## config.mk

```make
export PLATFORM = sky130hd
export DESIGN_NAME = axis_sched_flat
export DESIGN_NICKNAME = d
export VERILOG_FILES = /design/src/rtl/axis_sched_pkg.sv /design/src/rtl/axis_sched_if.sv /design/src/rtl/axis_sched_track.sv /design/src/rtl/axis_sched.sv /design/src/flat_wrapper.sv
export SDC_FILE = /design/constraint.sdc
export NUM_CORES = 1
export LEC_CHECK = 0
export ABC_AREA = 1
export ABC_CLOCK_PERIOD_IN_PS = 4640
export CORE_UTILIZATION = 50
export CTS_BUF_LIST = sky130_fd_sc_hd__clkbuf_4
export CTS_CLUSTER_DIAMETER = 30
export DETAILED_ROUTE_END_ITERATION = 8
export PLACE_DENSITY = 0.81
export SLEW_MARGIN = 20
export SYNTH_ARGS = -nofsm -noshare
export SYNTH_HDL_FRONTEND = slang
export SYNTH_SLANG_ARGS = --single-unit
```

## constraint.sdc

```tcl
create_clock -name clk -period 4.64 [get_ports clk]
set_input_delay 0.928 -clock clk [delete_from_list [all_inputs] [get_ports clk]]
set_output_delay 0.928 -clock clk [all_outputs]
set_load 0.02 [all_outputs]
```

## src/rtl/axis_sched_pkg.sv

```systemverilog
// Shared definitions for the AXI-stream DMA command scheduler: FSM encoding,
// direction codes and the engines' configuration register numbers.
package axis_sched_pkg;

  typedef enum logic [1:0] {
    ST_IDLE = 2'd0,
    ST_SEL  = 2'd1,
    ST_ADDR = 2'd2,
    ST_LEN  = 2'd3
  } state_t;

  localparam logic DIR_WR = 1'b0;
  localparam logic DIR_RD = 1'b1;

  localparam int REG_SEL  = 23;
  localparam int REG_DATA = 24;

endpackage

```

## src/rtl/axis_sched_if.sv

```systemverilog
// Bundle of command, config-bus, stream-monitor and status signals of axis_sched.
// The scheduler uses the slave view; the command source / environment uses master.
interface axis_sched_if #(
  parameter int AW = 5,
  parameter int DW = 32
);
  logic          cmd_valid;
  logic          cmd_ready;
  logic          cmd_dir;
  logic [DW-1:0] cmd_addr;
  logic [DW-1:0] cmd_len;
  logic [AW-1:0] cfg_addr;
  logic [DW-1:0] cfg_data;
  logic          cfg_valid;
  logic          wr_valid;
  logic          wr_ready;
  logic          rd_valid;
  logic          rd_ready;
  logic          wr_busy;
  logic          rd_busy;
  logic          wr_done;
  logic          rd_done;
  logic          err_timeout;

  modport master (
    output cmd_valid, cmd_dir, cmd_addr, cmd_len,
    output wr_valid, wr_ready, rd_valid, rd_ready,
    input  cmd_ready, cfg_addr, cfg_data, cfg_valid,
    input  wr_busy, rd_busy, wr_done, rd_done, err_timeout
  );

  modport slave (
    input  cmd_valid, cmd_dir, cmd_addr, cmd_len,
    input  wr_valid, wr_ready, rd_valid, rd_ready,
    output cmd_ready, cfg_addr, cfg_data, cfg_valid,
    output wr_busy, rd_busy, wr_done, rd_done, err_timeout
  );
endinterface

```

## src/rtl/axis_sched_track.sv

```systemverilog
// Per-engine transfer tracker: beat countdown, busy flag and done pulse.
// Optional idle-beat watchdog enabled by AXIS_SCHED_TIMEOUT_EN.
module axis_sched_track #(
  parameter int CNT_W = 32
`ifdef AXIS_SCHED_TIMEOUT_EN
  ,
  parameter int TIMEOUT_CYCLES = 4096
`endif
) (
  input  logic             clk,
  input  logic             rst,
  input  logic             start,
  input  logic             skip,
  input  logic [CNT_W-1:0] len,
  input  logic             beat,
  output logic             busy,
  output logic             done
`ifdef AXIS_SCHED_TIMEOUT_EN
  ,
  output logic             timeout
`endif
);

  logic [CNT_W-1:0] cnt;

`ifdef AXIS_SCHED_TIMEOUT_EN
  localparam int WD_W = $clog2(TIMEOUT_CYCLES + 1);
  logic [WD_W-1:0] wd;
  logic            expire;

  // wd counts consecutive beat-less cycles while busy; expiry drops the transfer
  assign expire = busy && !beat && (wd == WD_W'(TIMEOUT_CYCLES - 1));

  always_ff @(posedge clk) begin
    if (rst) begin
      wd      <= '0;
      timeout <= 1'b0;
    end else begin
      timeout <= expire;
      if (!busy || beat || expire) wd <= '0;
      else                         wd <= wd + 1'b1;
    end
  end
`endif

  always_ff @(posedge clk) begin
    if (rst) begin
      cnt  <= '0;
      busy <= 1'b0;
      done <= 1'b0;
    end else begin
      done <= skip;
      if (start) begin
        cnt  <= len;
        busy <= 1'b1;
      end else if (busy && beat) begin
        cnt <= cnt - 1'b1;
        if (cnt == CNT_W'(1)) begin
          busy <= 1'b0;
          done <= 1'b1;
        end
      end
`ifdef AXIS_SCHED_TIMEOUT_EN
      else if (expire) begin
        cnt  <= '0;
        busy <= 1'b0;
      end
`endif
    end
  end

endmodule

```

## src/rtl/axis_sched.sv

```systemverilog
// Command scheduler for the write/read AXI-stream DMA engine pair: serialises
// commands onto the config bus and tracks completion. Optional: AXIS_SCHED_TIMEOUT_EN.
module axis_sched
  import axis_sched_pkg::*;
#(
  parameter int CFG_ID_WR  = 1,
  parameter int CFG_ID_RD  = 2,
  parameter int CFG_ADDR   = REG_SEL,
  parameter int CFG_DATA   = REG_DATA,
  parameter int CFG_AWIDTH = 5,
  parameter int CFG_DWIDTH = 32
`ifdef AXIS_SCHED_TIMEOUT_EN
  ,
  parameter int TIMEOUT_CYCLES = 4096
`endif
) (
  input logic         clk,
  input logic         rst,
  axis_sched_if.slave bus
);

  state_t                state, state_next;
  logic [1:0]            busy, done, beat, start, skip;
  logic                  accept, len_zero;
  logic [CFG_DWIDTH-1:0] lat_addr, lat_len;
  logic                  cfg_valid_r, cfg_valid_next;
  logic [CFG_AWIDTH-1:0] cfg_addr_r, cfg_addr_next;
  logic [CFG_DWIDTH-1:0] cfg_data_r, cfg_data_next;

  assign bus.cmd_ready = (state == ST_IDLE) && !busy[bus.cmd_dir] && !rst;
  assign accept        = bus.cmd_valid && bus.cmd_ready;
  assign len_zero      = (bus.cmd_len == '0);
  assign beat          = {bus.rd_valid & bus.rd_ready, bus.wr_valid & bus.wr_ready};
  assign start         = {accept && !len_zero && (bus.cmd_dir == DIR_RD),
                          accept && !len_zero && (bus.cmd_dir == DIR_WR)};
  assign skip          = {accept && len_zero && (bus.cmd_dir == DIR_RD),
                          accept && len_zero && (bus.cmd_dir == DIR_WR)};

  // Config outputs are decoded from the state being entered, so the word
  // belonging to a state is on the bus for exactly the cycle spent in it.
  always_comb begin
    state_next     = state;
    cfg_valid_next = 1'b0;
    cfg_addr_next  = '0;
    cfg_data_next  = '0;
    case (state)
      ST_IDLE: begin
        if (accept && !len_zero) begin
          state_next     = ST_SEL;
          cfg_valid_next = 1'b1;
          cfg_addr_next  = CFG_AWIDTH'(CFG_ADDR);
          cfg_data_next  = (bus.cmd_dir == DIR_RD) ? CFG_DWIDTH'(CFG_ID_RD)
                                                   : CFG_DWIDTH'(CFG_ID_WR);
        end
      end
      ST_SEL: begin
        state_next     = ST_ADDR;
        cfg_valid_next = 1'b1;
        cfg_addr_next  = CFG_AWIDTH'(CFG_DATA);
        cfg_data_next  = lat_addr;
      end
      ST_ADDR: begin
        state_next     = ST_LEN;
        cfg_valid_next = 1'b1;
        cfg_addr_next  = CFG_AWIDTH'(CFG_DATA);
        cfg_data_next  = lat_len;
      end
      default: state_next = ST_IDLE;
    endcase
  end

  always_ff @(posedge clk) begin
    if (rst) begin
      state       <= ST_IDLE;
      cfg_valid_r <= 1'b0;
      cfg_addr_r  <= '0;
      cfg_data_r  <= '0;
    end else begin
      state       <= state_next;
      cfg_valid_r <= cfg_valid_next;
      cfg_addr_r  <= cfg_addr_next;
      cfg_data_r  <= cfg_data_next;
    end
  end

  always_ff @(posedge clk) begin
    if (accept) begin
      lat_addr <= bus.cmd_addr;
      lat_len  <= bus.cmd_len;
    end
  end

  assign bus.cfg_valid = cfg_valid_r;
  assign bus.cfg_addr  = cfg_addr_r;
  assign bus.cfg_data  = cfg_data_r;

`ifdef AXIS_SCHED_TIMEOUT_EN
  logic [1:0] tout;
`endif

  for (genvar e = 0; e < 2; e++) begin : g_trk
    axis_sched_track #(
      .CNT_W(CFG_DWIDTH)
`ifdef AXIS_SCHED_TIMEOUT_EN
      ,
      .TIMEOUT_CYCLES(TIMEOUT_CYCLES)
`endif
    ) u_trk (
      .clk    (clk),
      .rst    (rst),
      .start  (start[e]),
      .skip   (skip[e]),
      .len    (bus.cmd_len),
      .beat   (beat[e]),
      .busy   (busy[e]),
      .done   (done[e])
`ifdef AXIS_SCHED_TIMEOUT_EN
      ,
      .timeout(tout[e])
`endif
    );
  end

  assign bus.wr_busy = busy[0];
  assign bus.rd_busy = busy[1];
  assign bus.wr_done = done[0];
  assign bus.rd_done = done[1];

`ifdef AXIS_SCHED_TIMEOUT_EN
  assign bus.err_timeout = |tout;
`else
  assign bus.err_timeout = 1'b0;
`endif

endmodule

```

## src/flat_wrapper.sv

```systemverilog
// flat-port wrapper written by rule: the top's interface ports become plain ports
module axis_sched_flat import axis_sched_pkg::*;
#(
  parameter int CFG_ID_WR  = 1,
  parameter int CFG_ID_RD  = 2,
  parameter int CFG_ADDR   = REG_SEL,
  parameter int CFG_DATA   = REG_DATA,
  parameter int CFG_AWIDTH = 5,
  parameter int CFG_DWIDTH = 32

)
  (clk, rst, bus_cmd_valid, bus_cmd_dir, bus_cmd_addr, bus_cmd_len, bus_wr_valid, bus_wr_ready, bus_rd_valid, bus_rd_ready, bus_cmd_ready, bus_cfg_addr, bus_cfg_data, bus_cfg_valid, bus_wr_busy, bus_rd_busy, bus_wr_done, bus_rd_done, bus_err_timeout);
  axis_sched_if #(.AW(5), .DW(32)) bus_i ();
  input logic clk;
  input logic rst;
  input wire logic [$bits(bus_i.cmd_valid)-1:0] bus_cmd_valid;
  input wire logic [$bits(bus_i.cmd_dir)-1:0] bus_cmd_dir;
  input wire logic [$bits(bus_i.cmd_addr)-1:0] bus_cmd_addr;
  input wire logic [$bits(bus_i.cmd_len)-1:0] bus_cmd_len;
  input wire logic [$bits(bus_i.wr_valid)-1:0] bus_wr_valid;
  input wire logic [$bits(bus_i.wr_ready)-1:0] bus_wr_ready;
  input wire logic [$bits(bus_i.rd_valid)-1:0] bus_rd_valid;
  input wire logic [$bits(bus_i.rd_ready)-1:0] bus_rd_ready;
  output wire logic [$bits(bus_i.cmd_ready)-1:0] bus_cmd_ready;
  output wire logic [$bits(bus_i.cfg_addr)-1:0] bus_cfg_addr;
  output wire logic [$bits(bus_i.cfg_data)-1:0] bus_cfg_data;
  output wire logic [$bits(bus_i.cfg_valid)-1:0] bus_cfg_valid;
  output wire logic [$bits(bus_i.wr_busy)-1:0] bus_wr_busy;
  output wire logic [$bits(bus_i.rd_busy)-1:0] bus_rd_busy;
  output wire logic [$bits(bus_i.wr_done)-1:0] bus_wr_done;
  output wire logic [$bits(bus_i.rd_done)-1:0] bus_rd_done;
  output wire logic [$bits(bus_i.err_timeout)-1:0] bus_err_timeout;
  assign bus_i.cmd_valid = bus_cmd_valid;
  assign bus_i.cmd_dir = bus_cmd_dir;
  assign bus_i.cmd_addr = bus_cmd_addr;
  assign bus_i.cmd_len = bus_cmd_len;
  assign bus_i.wr_valid = bus_wr_valid;
  assign bus_i.wr_ready = bus_wr_ready;
  assign bus_i.rd_valid = bus_rd_valid;
  assign bus_i.rd_ready = bus_rd_ready;
  assign bus_cmd_ready = bus_i.cmd_ready;
  assign bus_cfg_addr = bus_i.cfg_addr;
  assign bus_cfg_data = bus_i.cfg_data;
  assign bus_cfg_valid = bus_i.cfg_valid;
  assign bus_wr_busy = bus_i.wr_busy;
  assign bus_rd_busy = bus_i.rd_busy;
  assign bus_wr_done = bus_i.wr_done;
  assign bus_rd_done = bus_i.rd_done;
  assign bus_err_timeout = bus_i.err_timeout;
  axis_sched #(.CFG_ID_WR(CFG_ID_WR), .CFG_ID_RD(CFG_ID_RD), .CFG_ADDR(CFG_ADDR), .CFG_DATA(CFG_DATA), .CFG_AWIDTH(CFG_AWIDTH), .CFG_DWIDTH(CFG_DWIDTH)) u_core (.clk(clk), .rst(rst), .bus(bus_i));
endmodule
```

==> metrics.yaml, run 1 <==
power_and_ir_drop:
  switchingPower_w: 0.00186
  p_clk_share_pct: 20.1
  power.density_nw_per_um2: 443
  cell_internal_pwr_w: 0.00262
  p_leak_nw: 4.40
  comb_power_share_pct: 39.1
  switching_share_pct: 41.6
  ir_worst_vdd_v: 0.000266
  p_seq_share_pct: 40.8
timing:
  finalCritPeriodShare_pct: 77.5
  period_needed_ns: 3.60
  fmax_mhz: 278
  hold_violations: 0
  skew_ns: 0.0314
  tightest_slew_ns: 0.971
  fin_ws_ns: 1.04
  slew_headroom_pct: 35.2
  setup_viol: 0
  grt_setup_unrepaired: "false"
  slew_viol_final: 0
  fin_setup_tns_ns: 0
setup_path:
  critPathBufInv: 3
  slowest_delay_ns: 0.55
  path_delay_family: "buffers and inverters"
  cp.arrival_ns: 2.67
  worstPathRequired_ns: 3.71
  critical_path_class: "input port to primary output"
  cpMostUsedCell: "clkdlybuf4s50_1"
  path_cells: "clkdlybuf4s50_1, buf_4, nand2_1, nand2_2, nor2_1, clkdlybuf4s50_1"
  endpoint_kind: "primary output"
  start_kind: "input port"
  cp_max_fo: 34
  critPathSlowestCell: "clkdlybuf4s50_1"
detailed_routing:
  drtIter0Drc: 692
  wl_per_cell_um: 15.5
  drt.antenna.violating_nets: 0
  wirelength_mm: 23.6
  vias: 8140
  drt-vias-per-instance: 5.34
  drt_first_pass_iters: 7
  route.detailed.drc: 0
synthesis:
  synth.largest_area_cell: "dfxtp_1"
  synth_edf_count: 64
  ys_top_cells_by_count: "nor2_1 (310), nand2_1 (305), inv_1 (106), dfxtp_1 (105), nand4_1 (77)"
  ys_ff_latch: 169
  ys_warn_count: 0
  synth_ff_type: "dfxtp_1"
  ys_seq_area_share_pct: 46.7
  avgSynthCellArea_um2: 7.17
  synthTopCellsByArea: "dfxtp_1 (24%), edfxtp_1 (22%), nor2_1 (13%)"
  synthArstFlopShare_pct: 0
  synth_cell_types: 29
  netlist_area_um2: 8620
  netlist_instances: 1203
  netlist.area_leader.share_pct: 24.4
  yosysMostFrequentCell: "nor2_1"
  synth_nets: 1283
hold_path:
  hold_class: "flop to flop"
cells_and_area:
  drive_above_1_share_pct: 4.22
  final_area_um2: 10100
  nets: 1370
  areaGrowthSynthToFinish_pct: 17.4
  final_util_pct: 60.6
global_route:
  grt_max_degree: 64
  grt_pass1_wl_mm: 37.1
  grt_pass1_vias: 7227
  grt.total_usage_pct: 27.0
  gr-total-overflow: 0
  antenna_found_initial: 1
flow_run:
  drv_cap: 0
placement:
  dp_slack_ns: 1.06
  gp_congestion: 0.944
  placedInstanceArea_um2: 9800
  dp.final_hpwl_mm: 17.1
  portBuffers: 114
cts:
  clock-root-buffer: "clkbuf_4"
  cts.sinks: 169
  clk_latency_ns: 0.60
  cts_setup_buffers: 0
  cts_buffers: 17
  path_clk_slew_ns: 0.16
  htree_levels: 4
  cts_tree: "built"
  clk_path_buf_depth: 2
  cts_resized: 0
  ctsHoldBuffers: 0
die:
  die_h_um: 133
  coreArea_um2: 16700
  die_w_um: 133
  num_rows: 47
  die_area_um2: 17800
  initial_core_util_pct: 51.6
  io_pins: 116
run_status:
  status: "completed"
cells by family after synthesis:
kind of cell	Yosys count	share of synthesized area (%)
xor+xnor	19	1.93
simple gates	770	37.7
buf+inv	161	8.14
flops	169	46.7
compound gates	75	4.38
other cells	1	0.0435
fa+ha+maj	8	1.16
layer usage:
metal	track usage, %	part of all wire (%)	wire length (um)	up-vias
met2	43.3	46	10800	364
met4	11.6	3.4	797	0
met1	35.5	42	9830	3689
met5	0	0	0	-
met3	5.33	9.0	2130	61
li1	-	-	-	4026
placed cells by master (no fill, tap or decap), types with 4 or more instances in the layout:
cell type	n
a21oi_1	42
and2_1	5
buf_4	7
clkbuf_4	17
clkdlybuf4s50_1	113
clkinv_8	4
dfxtp_1	105
edfxtp_1	64
ha_1	6
inv_1	106
inv_8	5
nand2_1	304
nand3_1	58
nand4_1	77
nor2_1	310
o21ai_0	31
xor2_1	19
through the flow:
step                      cells  hold WS, ns  total power, W
after CTS                  1523        0.504         0.00448
after global placement     1491        0.478         0.00355
after detailed placement   1491        0.485         0.00359
after floorplan            1203        0.461         0.00310
final                      1524        0.509         0.00448
after global routing       1524        0.525         0.00478
layout make-up:
type                       count  area, um^2
antenna                        1        2.50
clock buffer                  17         128
clock inverter                15         189
fill                        1515        6580
inverter                     108         409
multi-input combinational    873        3900
sequential                   169        4020
tap                          220         275
timing repair buffer         121        1190
final timing paths:
kind                                              startpoint                      endpoint  slack, ns  depth (start not counted)
worst max-delay path                             bus_cmd_dir                 bus_cmd_ready       1.04                          6
worst min-delay path            u_core.g_trk[0].u_trk.cnt[0]  u_core.g_trk[0].u_trk.cnt[0]       0.51                          2
worst max register to register    u_core.g_trk[1].u_trk.busy  u_core.g_trk[1].u_trk.cnt[4]       2.26                          6
worst min register to register  u_core.g_trk[0].u_trk.cnt[0]  u_core.g_trk[0].u_trk.cnt[0]       0.51                          2
registers in the layout (all words and copies together), names as in the netlist:
name,cells
u_core.g_trk.u_trk.cnt,64
u_core.bus.cfg_data,32
u_core.lat_addr,32
u_core.lat_len,32
u_core.bus.cfg_addr,3
u_core.g_trk.u_trk.busy,2
u_core.g_trk.u_trk.done,2
u_core.state,2
worst register-to-register path, delay by kind of cell (launching register included):
family | cells | cell delay, ns
flops | 1 | 0.50
simple gates | 4 | 0.70
compound gates | 1 | 0.24
buf+inv | 1 | 0.90
power by group through the flow:
stage,sequential (W),clock [W],combinational [W]
after floorplan,0.00192,0,0.00118
after global placement,0.00186,0,0.00169
after detailed placement,0.00186,0,0.00173
after CTS,0.00183,0.000913,0.00174
after global routing,0.00185,0.000975,0.00196
final,0.00183,0.000901,0.00175
(Power assumes the default switching activity.)
==> run 2, diff against run 1 <==
--- a/config.mk
+++ b/config.mk
@@ -6,12 +6,12 @@
 export NUM_CORES = 1
 export LEC_CHECK = 0
 export ABC_AREA = 1
-export ABC_CLOCK_PERIOD_IN_PS = 4640
+export ABC_CLOCK_PERIOD_IN_PS = 3200
 export CORE_UTILIZATION = 50
 export CTS_BUF_LIST = sky130_fd_sc_hd__clkbuf_4
 export CTS_CLUSTER_DIAMETER = 30
 export DETAILED_ROUTE_END_ITERATION = 8
-export PLACE_DENSITY = 0.81
+export PLACE_DENSITY = 0.84
 export SLEW_MARGIN = 20
 export SYNTH_ARGS = -nofsm -noshare
 export SYNTH_HDL_FRONTEND = slang
==> constraint.sdc (replaced) <==
create_clock -name clk -period 3.2 [get_ports clk]
set_input_delay 0.64 -clock clk [delete_from_list [all_inputs] [get_ports clk]]
set_output_delay 0.64 -clock clk [all_outputs]
set_load 0.02 [all_outputs]
==> metrics.yaml, run 2 (synthesized netlist as in run 1, its figures left out) <==
detailed_routing:
  route.detailed.drc: 0
  drtIter0Drc: 894
  drt_first_pass_iters: 7
  vias: 8421
  drt-vias-per-instance: 5.43
  wirelength_mm: 25.6
  wl_per_cell_um: 16.5
  drt.antenna.violating_nets: 0
cts:
  clk_path_buf_depth: 2
  cts_resized: 0
  path_clk_slew_ns: 0.14
  clk_latency_ns: 0.58
  htree_levels: 4
  cts_tree: "built"
  cts.sinks: 169
  cts_setup_buffers: 0
  clock-root-buffer: "clkbuf_4"
  ctsHoldBuffers: 0
  cts_buffers: 17
die:
  die_w_um: 133
  die_area_um2: 17800
  initial_core_util_pct: 51.6
  die_h_um: 133
  io_pins: 116
  num_rows: 47
  coreArea_um2: 16700
setup_path:
  start_kind: "input port"
  critical_path_class: "input port to primary output"
  endpoint_kind: "primary output"
  cp_max_fo: 3
  cp.arrival_ns: 2.18
  ff2ff_setup_slack_ns: 1.12
  worstPathRequired_ns: 2.56
power_and_ir_drop:
  comb_power_share_pct: 40.8
  p_seq_share_pct: 40.8
  p_leak_nw: 4.53
  switchingPower_w: 0.00271
  switching_share_pct: 41.7
  ir_worst_vdd_v: 0.000306
  p_clk_share_pct: 18.4
  power.density_nw_per_um2: 630
  cell_internal_pwr_w: 0.00379
timing:
  period_needed_ns: 2.82
  slew_viol_final: 0
  finalCritPeriodShare_pct: 88.2
  fmax_mhz: 354
  fin_setup_tns_ns: 0
  hold_violations: 0
  skew_ns: 0.0137
  tightest_slew_ns: 0.776
  grt_setup_unrepaired: "false"
  setup_viol: 0
  fin_ws_ns: 0.379
  slew_headroom_pct: 48.3
global_route:
  grt_pass1_vias: 7674
  grt_pass1_wl_mm: 40.6
  grt_max_degree: 64
  grt.total_usage_pct: 29.6
  antenna_found_initial: 1
  gr-total-overflow: 0
run_status:
  status: "completed"
placement:
  gp_congestion: 0.942
  placedInstanceArea_um2: 10000
  portBuffers: 114
  dp.final_hpwl_mm: 18.7
  dp_slack_ns: 0.386
cells_and_area:
  layout_commonest_cell: "nor2_1"
  areaGrowthSynthToFinish_pct: 19.6
  top_register: "u_core.g_trk.u_trk.cnt"
  layout_common_cells: "nor2_1 (310), nand2_1 (304), clkdlybuf4s50_1 (113), inv_1 (106), dfxtp_1 (105)"
  final_util_pct: 61.8
  drive_above_1_share_pct: 6.01
  final_area_um2: 10300
  nets: 1398
  largest_register_ffs: 64
hold_path:
  hold_class: "input port to flop"
flow_run:
  drv_cap: 0
==> run 2: cell types whose count changed in the layout (fill, tap and decap cells not counted) <==
cell,before,now
inv_8,5,3
buf_12,0,3
inv_6,1,2
buf_4,7,32
clkinvlp_4,0,1
clkinv_4,3,4
clkinv_8,4,2
ha_2,2,0
clkinv_2,1,3
clkinv_1,0,1
ha_1,6,8
inv_12,2,0
==> run 2: metal layers <==
layer  wire length, um  vias up  GRT usage [%]
met4              1120        0           14.1
met1             10900     3825           40.3
li1                  -     4087              -
met2             11300      435           45.8
met3              2330       74           4.98
met5                 0        -              0
==> run 2: layout make-up <==
class / instances / area [um^2]
Fill cell: 1517 / 6390
Sequential cell: 169 / 4020
Multi-Input combinational cell: 873 / 3900
Timing Repair Buffer: 149 / 1440
Inverter: 108 / 409
Tap cell: 220 / 275
Clock inverter: 15 / 140
Clock buffer: 17 / 128
Antenna cell: 1 / 2.50
==> run 2: final timing paths <==
path / from / to / depth (start not counted)
worst max-delay path: bus_cmd_dir / bus_cmd_ready / 6
worst min-delay path: rst / u_core.g_trk[1].u_trk.cnt[28] / 4
worst max register to register: u_core.state[0] / u_core.g_trk[1].u_trk.cnt[17] / 10
worst min register to register: u_core.g_trk[0].u_trk.cnt[0] / u_core.g_trk[0].u_trk.cnt[0] / 2
==> run 2: worst max-delay path: stages <==
cell             delay (ns)
clkdlybuf4s50_1        0.58
inv_4                  0.04
nand2_1                0.07
nand2_2                0.07
nor2_1                 0.14
clkdlybuf4s50_1        0.63
==> run 2: metrics by stage <==
stage	cells	power (W)	hold WS, ns
5_1_grt	1552	0.00694	0.484
3_5_place_dp	1519	0.00530	0.494
2_1_floorplan	1203	0.00449	0.461
6_report	1552	0.00650	0.498
4_1_cts	1551	0.00647	0.448
3_3_place_gp	1519	0.00525	0.478
==> run 2: power groups by stage <==
stage | Clock, W | Sequential (W) | Combinational, W
finish | 0.00120 | 0.00266 | 0.00265
global route | 0.00130 | 0.00268 | 0.00296
CTS | 0.00120 | 0.00265 | 0.00261
detailed placement | 0 | 0.00270 | 0.00260
global placement | 0 | 0.00270 | 0.00256
floorplan | 0 | 0.00278 | 0.00171
